**src/rtl/mem_arbiter.sv**
```systemverilog
// mem_arbiter: shares one RAM port between the fetch and load/store requesters.
// Define ARB_ROUND_ROBIN_EN for round-robin arbitration; otherwise data has fixed priority.
module mem_arbiter #(
    parameter int unsigned TIMEOUT = 16,
    parameter int unsigned CNT_W   = 8
) (
    input  logic        clk_i,
    input  logic        reset_ni,
    input  logic        if_req_i,
    input  logic [31:0] if_addr_i,
    output logic [31:0] if_rdata_o,
    output logic        if_ack_o,
    output logic        if_err_o,
    input  logic        d_req_i,
    input  logic        d_we_i,
    input  logic [31:0] d_addr_i,
    input  logic [31:0] d_wdata_i,
    output logic [31:0] d_rdata_o,
    output logic        d_ack_o,
    output logic        d_err_o,
    output logic [31:0] mem_addr_o,
    output logic        mem_read_o,
    output logic        mem_write_o,
    output logic [31:0] mem_wdata_o,
    input  logic [31:0] mem_rdata_i,
    input  logic        mem_ready_i,
    output logic        busy_o
);

    typedef enum logic [1:0] {
        IDLE   = 2'd0,
        ACCESS = 2'd1,
        DONE   = 2'd2
    } state_e;

    localparam logic [CNT_W-1:0] CNT_LAST = CNT_W'(TIMEOUT - 32'd1);

    state_e            state_q;
    logic              owner_q;
    logic [CNT_W-1:0]  cnt_q;
    logic [31:0]       if_rdata_q;
    logic              if_ack_q;
    logic              if_err_q;
    logic [31:0]       d_rdata_q;
    logic              d_ack_q;
    logic              d_err_q;
    logic [31:0]       mem_addr_q;
    logic              mem_read_q;
    logic              mem_write_q;
    logic [31:0]       mem_wdata_q;
    logic              busy_q;
    logic              grant_data_s;
    logic              timeout_s;

    // Watchdog expires at the end of the TIMEOUT-th ACCESS cycle.
    always_comb begin
        if ((TIMEOUT != 32'd0) && (cnt_q == CNT_LAST)) begin
            timeout_s = 1'b1;
        end else begin
            timeout_s = 1'b0;
        end
    end

`ifdef ARB_ROUND_ROBIN_EN
    logic prio_data_q;

    // On a tie, grant whichever port the pointer favours.
    always_comb begin
        if (if_req_i) begin
            grant_data_s = d_req_i & prio_data_q;
        end else begin
            grant_data_s = d_req_i;
        end
    end

    // Pointer moves away from the port just granted.
    always_ff @(posedge clk_i or negedge reset_ni) begin
        if (!reset_ni) begin
            prio_data_q <= 1'b1;
        end else if ((state_q == IDLE) && (if_req_i || d_req_i)) begin
            prio_data_q <= ~grant_data_s;
        end else begin
            prio_data_q <= prio_data_q;
        end
    end
`else
    // Data requester always wins a tie.
    always_comb begin
        grant_data_s = d_req_i;
    end
`endif

    // Access sequencer with registered RAM strobes and requester responses.
    always_ff @(posedge clk_i or negedge reset_ni) begin
        if (!reset_ni) begin
            state_q     <= IDLE;
            owner_q     <= 1'b0;
            cnt_q       <= '0;
            if_rdata_q  <= 32'd0;
            if_ack_q    <= 1'b0;
            if_err_q    <= 1'b0;
            d_rdata_q   <= 32'd0;
            d_ack_q     <= 1'b0;
            d_err_q     <= 1'b0;
            mem_addr_q  <= 32'd0;
            mem_read_q  <= 1'b0;
            mem_write_q <= 1'b0;
            mem_wdata_q <= 32'd0;
            busy_q      <= 1'b0;
        end else begin
            if_ack_q <= 1'b0;
            d_ack_q  <= 1'b0;
            case (state_q)
                IDLE: begin
                    if (if_req_i || d_req_i) begin
                        owner_q <= grant_data_s;
                        cnt_q   <= '0;
                        busy_q  <= 1'b1;
                        state_q <= ACCESS;
                        if (grant_data_s) begin
                            mem_addr_q  <= d_addr_i;
                            mem_read_q  <= ~d_we_i;
                            mem_write_q <= d_we_i;
                            mem_wdata_q <= d_we_i ? d_wdata_i : 32'd0;
                        end else begin
                            mem_addr_q  <= if_addr_i;
                            mem_read_q  <= 1'b1;
                            mem_write_q <= 1'b0;
                            mem_wdata_q <= 32'd0;
                        end
                    end else begin
                        busy_q <= 1'b0;
                    end
                end
                ACCESS: begin
                    if (mem_ready_i || timeout_s) begin
                        mem_read_q  <= 1'b0;
                        mem_write_q <= 1'b0;
                        state_q     <= DONE;
                        // A write keeps the previous d_rdata even on timeout.
                        if (owner_q) begin
                            d_ack_q <= 1'b1;
                            d_err_q <= ~mem_ready_i;
                            if (!mem_write_q) begin
                                d_rdata_q <= mem_ready_i ? mem_rdata_i : 32'd0;
                            end else begin
                                d_rdata_q <= d_rdata_q;
                            end
                        end else begin
                            if_ack_q   <= 1'b1;
                            if_err_q   <= ~mem_ready_i;
                            if_rdata_q <= mem_ready_i ? mem_rdata_i : 32'd0;
                        end
                    end else begin
                        cnt_q <= cnt_q + CNT_W'(32'd1);
                    end
                end
                DONE: begin
                    busy_q  <= 1'b0;
                    state_q <= IDLE;
                end
                default: begin
                    mem_read_q  <= 1'b0;
                    mem_write_q <= 1'b0;
                    busy_q      <= 1'b0;
                    state_q     <= IDLE;
                end
            endcase
        end
    end

    assign if_rdata_o  = if_rdata_q;
    assign if_ack_o    = if_ack_q;
    assign if_err_o    = if_err_q;
    assign d_rdata_o   = d_rdata_q;
    assign d_ack_o     = d_ack_q;
    assign d_err_o     = d_err_q;
    assign mem_addr_o  = mem_addr_q;
    assign mem_read_o  = mem_read_q;
    assign mem_write_o = mem_write_q;
    assign mem_wdata_o = mem_wdata_q;
    assign busy_o      = busy_q;

endmodule
```
**config.mk**
```make
export PLATFORM = sky130hd
export DESIGN_NAME = mem_arbiter
export DESIGN_NICKNAME = d
export VERILOG_FILES = /design/src/rtl/mem_arbiter.sv
export SDC_FILE = /design/constraint.sdc
export NUM_CORES = 1
export LEC_CHECK = 0
export BUFFER_PORTS_ARGS = -buffer_cell sky130_fd_sc_hd__buf_2
export CAP_MARGIN = 5
export CORE_UTILIZATION = 50
export DETAILED_ROUTE_END_ITERATION = 8
export PLACE_DENSITY = 0.82
export SYNTH_ARGS = -nofsm -noshare
export SYNTH_HDL_FRONTEND = slang
export SYNTH_SLANG_ARGS = --single-unit
```
**constraint.sdc**
```tcl
create_clock -name clk_i -period 3.68 [get_ports clk_i]
set_input_delay 0.368 -clock clk_i [delete_from_list [all_inputs] [get_ports clk_i]]
set_output_delay 0.368 -clock clk_i [all_outputs]
set_load 0.02 [all_outputs]
```
### Word level (Yosys, flattened, before mapping)

Index checks and enable logic that the tools add are counted.

| cells by class | value |
|---|---|
| reduce and logical (&&, ||, !) cells | 11 |
| bitwise operators | 5 |
| eq/ne operators | 6 |
| add/sub/neg operators | 1 |
| multiplexer cells | 26 |

Operator list:

| cell | count |
|---|---|
| $mux 32 | 4 |
| $mux 8 | 2 |
| $pmux 8 s2 | 1 |
| $mux 1 | 13 |
| $reduce_and 3->1 | 4 |
| $add 8x1->8 const B | 1 |
| $eq 8x4->1 const B | 1 |
| $ne 2x2->1 const B | 3 |
| $pmux 1 s3 | 2 |
| $not 1->1 | 5 |
| $mux 2 | 2 |
| $pmux 2 s2 | 1 |
| $reduce_and 2->1 | 2 |
| $reduce_and 4->1 | 1 |
| $eq 2x1->1 const B | 1 |
| $eq 2x2->1 const B | 1 |
| $logic_not 2->1 | 1 |
| $logic_or 1x1->1 | 2 |
| $pmux 1 s2 | 1 |
| $reduce_bool 2->1 | 1 |

| storage, ports and cells | value |
|---|---|
| word-level logic and storage cells | 63 |
| output and inout bits | 135 |
| bits in registers | 146 |

### Logic depth before layout (Yosys ltp)

| logic depth | value |
|---|---|
| depth in word-level cells | 5 |
| mapped depth | 6 |
| mapped depth without buffers | 6 |

### Worst setup path before layout

OpenSTA, ideal clock, no wires.

| timing | value |
|---|---|
| kind | register -> register |
| start | register cnt_q[5] |
| end | register cnt_q[7] |
| path slack | 1.935 ns |
| cell stages (with the launch flop) | 5 |
| data arrival time | 1.621 ns |
| path buffers | 0 |
| required time | 3.556 ns |
| cell sequence | dfrtp_1 or4_4 o211a_1 and3_1 a211o_1 |

| between the ends | value |
|---|---|
| cells in the longest elaborated chain, start to end | 5 |

RTL lines:

| item | line | RTL |
|---|---|---|
| from (decl) | 40 | `logic [CNT_W-1:0] cnt_q;` |
| from (signal assigned) | 155 | `cnt_q <= cnt_q + CNT_W'(32'd1);` |
| parallel branches: the longest is 5 deep, another holds $add 8x1->8 | n/a |  |

Parallel ways; which one is timed is not known. The select of a mux whose other input is x is not followed.
A chain may end at the register's enable or synchronous reset.

### Worst setup path in the final report

| timing | value |
|---|---|
| start | register cnt_q[0] |
| end | register d_rdata_q[29], in the netlist d_rdata_o[29] |

| between the ends | value |
|---|---|
| cells in the longest elaborated chain, start to end | 4 |

RTL lines:

| item | line | RTL |
|---|---|---|
| $eq 8x4->1 | 57 | `if ((TIMEOUT != 32'd0) && (cnt_q == CNT_LAST)) begin` |
| $mux 1 | 57 |  |
| $logic_or 1x1->1 | 136 | `if (mem_ready_i \|\| timeout_s) begin` |
| $reduce_and 4->1 (no source line) | n/a |  |
| to (signal assigned) | 145 | `d_rdata_q <= mem_ready_i ? mem_rdata_i : 32'd0;` |
| to (signal assigned) | 147 | `d_rdata_q <= d_rdata_q;` |
| to (decl) | 44 | `logic [31:0] d_rdata_q;` |

No other way between the ends.

==> results.tsv <==
stage	metric	value	unit
timing	min_period_over_period	0.620	
floorplanning	chipHeight	109	um
synth	yosysTopAreaCell	dfrtp_1	
grt	grt_pass1_vias	4529	
timing	period_needed	2.28	ns
finish	seq_area	0.00365	mm2
run	drv_cap	0	
synth	synth_top_area_share	0.638	
floorplanning	initial_core_util	0.521	
timing	hold_violations	0	
timing	skew	0.00969	ns
clocking	h-tree-depth	4	
synth	synth_edf_count	0	
route	routed_wl	14600	um
route	first_iter_violations	277	
synth	synth-seq-cells	146	
timing	slew_headroom	0.325	
floorplanning	die-area	0.0119	mm2
finish	fill_cells	796	
timing	whs	0.0366	ns
grt	grt_max_degree	96	
synth	synth_cell_types	42	
grt	gr-total-overflow	0	
route	firstDrtPassIters	4	
timing	tightest_slew	1.01	ns
placement	gp_congestion	0.809	
synth	synthCells	439	
route	dr_total_vias	4733	
setup_path	cp_max_fo	32	
setup_path	reg2reg_from	cnt_q[0]	
placement	placed_cell_area	0.00716	mm2
setup_path	endpoint_kind	register	
clocking	cts.reportedPaths.clkPinSlew	0.06	ns
power	power.density	938	mW/mm2
floorplanning	dieWidth	109	um
hold_path	hold_class	input port to async pin	
power	combPwrFrac	0.389	
setup_path	rr_worst_depth	5	
synth	synth_area_per_cell	13.0	um2
power	p_int	0.00444	W
setup_path	reg2reg_to	d_rdata_o[29]	
synth	ys_top_cells_by_count	146 x dfrtp_1, 97 x a22o_1, 40 x nand2_1, 33 x o21ai_0, 32 x mux2i_1	
clocking	cts_setup_buffers	0	
finish	nets	838	
synth	yosysSeqAreaShare	0.638	
timing	tns	0	ns
setup_path	critPathLaunchType	register	
synth	synth_area	0.00572	mm2
floorplanning	core-area	0.0110	mm2
power	switching_share	0.391	
setup_path	worstSetupPathType	register to register	
power	vdd_drop_max	0.579	mV
synth	yosysMostFrequentCell	dfrtp_1	
timing	clock.fmax	438	MHz
synth	synth_area_leaders	dfrtp_1 64%, a22o_1 15%, mux2i_1 5.6%	
clocking	cts-resized-gates	0	
clocking	cts_buffers	17	
route	ant_nets	0	
timing	maxSlewViolCount	0	
grt	antenna_found_initial	1	
power	p_clk_frac	0.240	
synth	syn_nets	574	
synth	ys_async_sr_fraction	1.00	
finish	drive_gt1_frac	0.443	
setup_path	reg2reg_slack	1.40	ns
route	drt-vias-per-instance	5.52	
route	drc	0	
grt	grt_usage	0.248	
setup_path	critPathRequiredTime	3.97	ns
run_status	run_status	finished, final reports clean	
power	leakage	4.22	nW
timing	rsz0062_at_grt	no	
setup_path	arrival	2.57	ns
clocking	cts_num_sinks	146	
power	p_switching	0.00285	W
placement	portBuffers	268	
placement	hpwl	10200	um
clocking	ctsHoldBuffers	0	
finish	syn2layout_area_growth	35.7	%
timing	finalSetupViolCount	0	
clocking	cts_tree	yes	
synth	synth_warnings	0	
synth	synth-main-ff-cell	dfrtp_1	
grt	grt_pass1_wl	22300	um
floorplanning	ios	269	
floorplanning	rows	38	
clocking	ctsRootBufferMaster	clkbuf_16	
route	wl_per_cell	17.0	um
power	pwr-share-seq	0.372	
clocking	clk_latency	0.41	ns
finish	fin_util	0.707	
clocking	cts_max_path_buffers	2	
finish	multi_input_area	0.00191	mm2
finish	design_area	0.00777	mm2
## worst max-delay path by stage
stage	start	to	slack, ns
floorplan	cnt_q[5]	cnt_q[7]	1.94
global placement	d_req_i	mem_addr_o[12]	1.39
detailed placement	d_req_i	mem_addr_o[14]	1.24
CTS	cnt_q[0]	d_rdata_o[29]	1.42
global route	cnt_q[0]	d_rdata_o[18]	1.26
finish	cnt_q[0]	d_rdata_o[29]	1.40
## cell usage in the layout, fill, tap and decap left out, types with 2 or more instances in the layout
master	count
buf_2	267
dfrtp_1	146
a22o_1	97
nand2_1	40
o21ai_0	33
mux2i_1	32
clkbuf_16	17
buf_4	8
nor2_1	7
nand3_1	6
a21oi_1	5
inv_1	4
o21a_1	3
bufinv_16	3
clkinv_4	3
clkinvlp_4	3
and2_1	2
and3_1	2
a21boi_0	2
a2bb2oi_1	2
a31oi_1	2
clkinv_2	2
clkbuf_1	2
## power by group through the flow
stage	clock (W)	combinational [W]	sequential [W]
floorplan	0	0.00103	0.00346
global placement	0	0.00277	0.00269
detailed placement	0	0.00286	0.00271
CTS	0.00177	0.00286	0.00270
global route	0.00185	0.00305	0.00278
finish	0.00175	0.00283	0.00271
## logic make-up (layout without fill, tap and decap cells)
family | count (synthesis) | after routing | synth area share
adders and majority gates | 1 | 1 | 0.00219
DFF | 146 | 146 | 0.638
buffers and inverters | 36 | 313 | 0.0330
AOI/OAI and AO/OA | 156 | 156 | 0.216
and+or+nand+nor | 68 | 68 | 0.0551
muxes | 32 | 32 | 0.0560
other | 0 | 1 | 0
## registers in the layout, summed over array words and instances (netlist names)
register	cells
if_err_o	1
mem_read_o	1
mem_addr_o	32
if_ack_o	1
d_rdata_o	32
mem_wdata_o	32
d_err_o	1
busy_o	1
state_q	2
mem_write_o	1
owner_q	1
if_rdata_o	32
d_ack_o	1
cnt_q	8
## per-stage QoR
step / setup WS, ns / cells / power (W)
5_1_grt: 1.26 / 857 / 0.00769
4_1_cts: 1.42 / 856 / 0.00733
2_1_floorplan: 1.94 / 439 / 0.00449
3_3_place_gp: 1.39 / 824 / 0.00546
6_report: 1.40 / 857 / 0.00729
3_5_place_dp: 1.24 / 824 / 0.00556
## critical path, cell delays in order, from the launching register on
cell and delay (ns):
dfrtp_1 0.42, ha_1 0.21, nand3_1 0.34, nor2_4 0.30, o2111ai_4 0.49, a22o_1 0.39
## cell type report
class,count,share of cell area
flip-flops and latches,146,0.470
repair buffers,276,0.181
clock inverters,12,0.0203
well taps,140,0.0225
inverters,5,0.00242
diodes,1,0.000322
multi-input cells,257,0.245
clock buffers,20,0.0575
## metal layers
metal | up-vias | part of all wire | global-route usage
met1 | 2313 | 0.39 | 0.310
met3 | 30 | 0.087 | 0.0741
li1 | 2158 | - | -
met5 | - | 0 | 0
met4 | 0 | 0.025 | 0.115
met2 | 232 | 0.50 | 0.398
(Power assumes the default switching activity.)
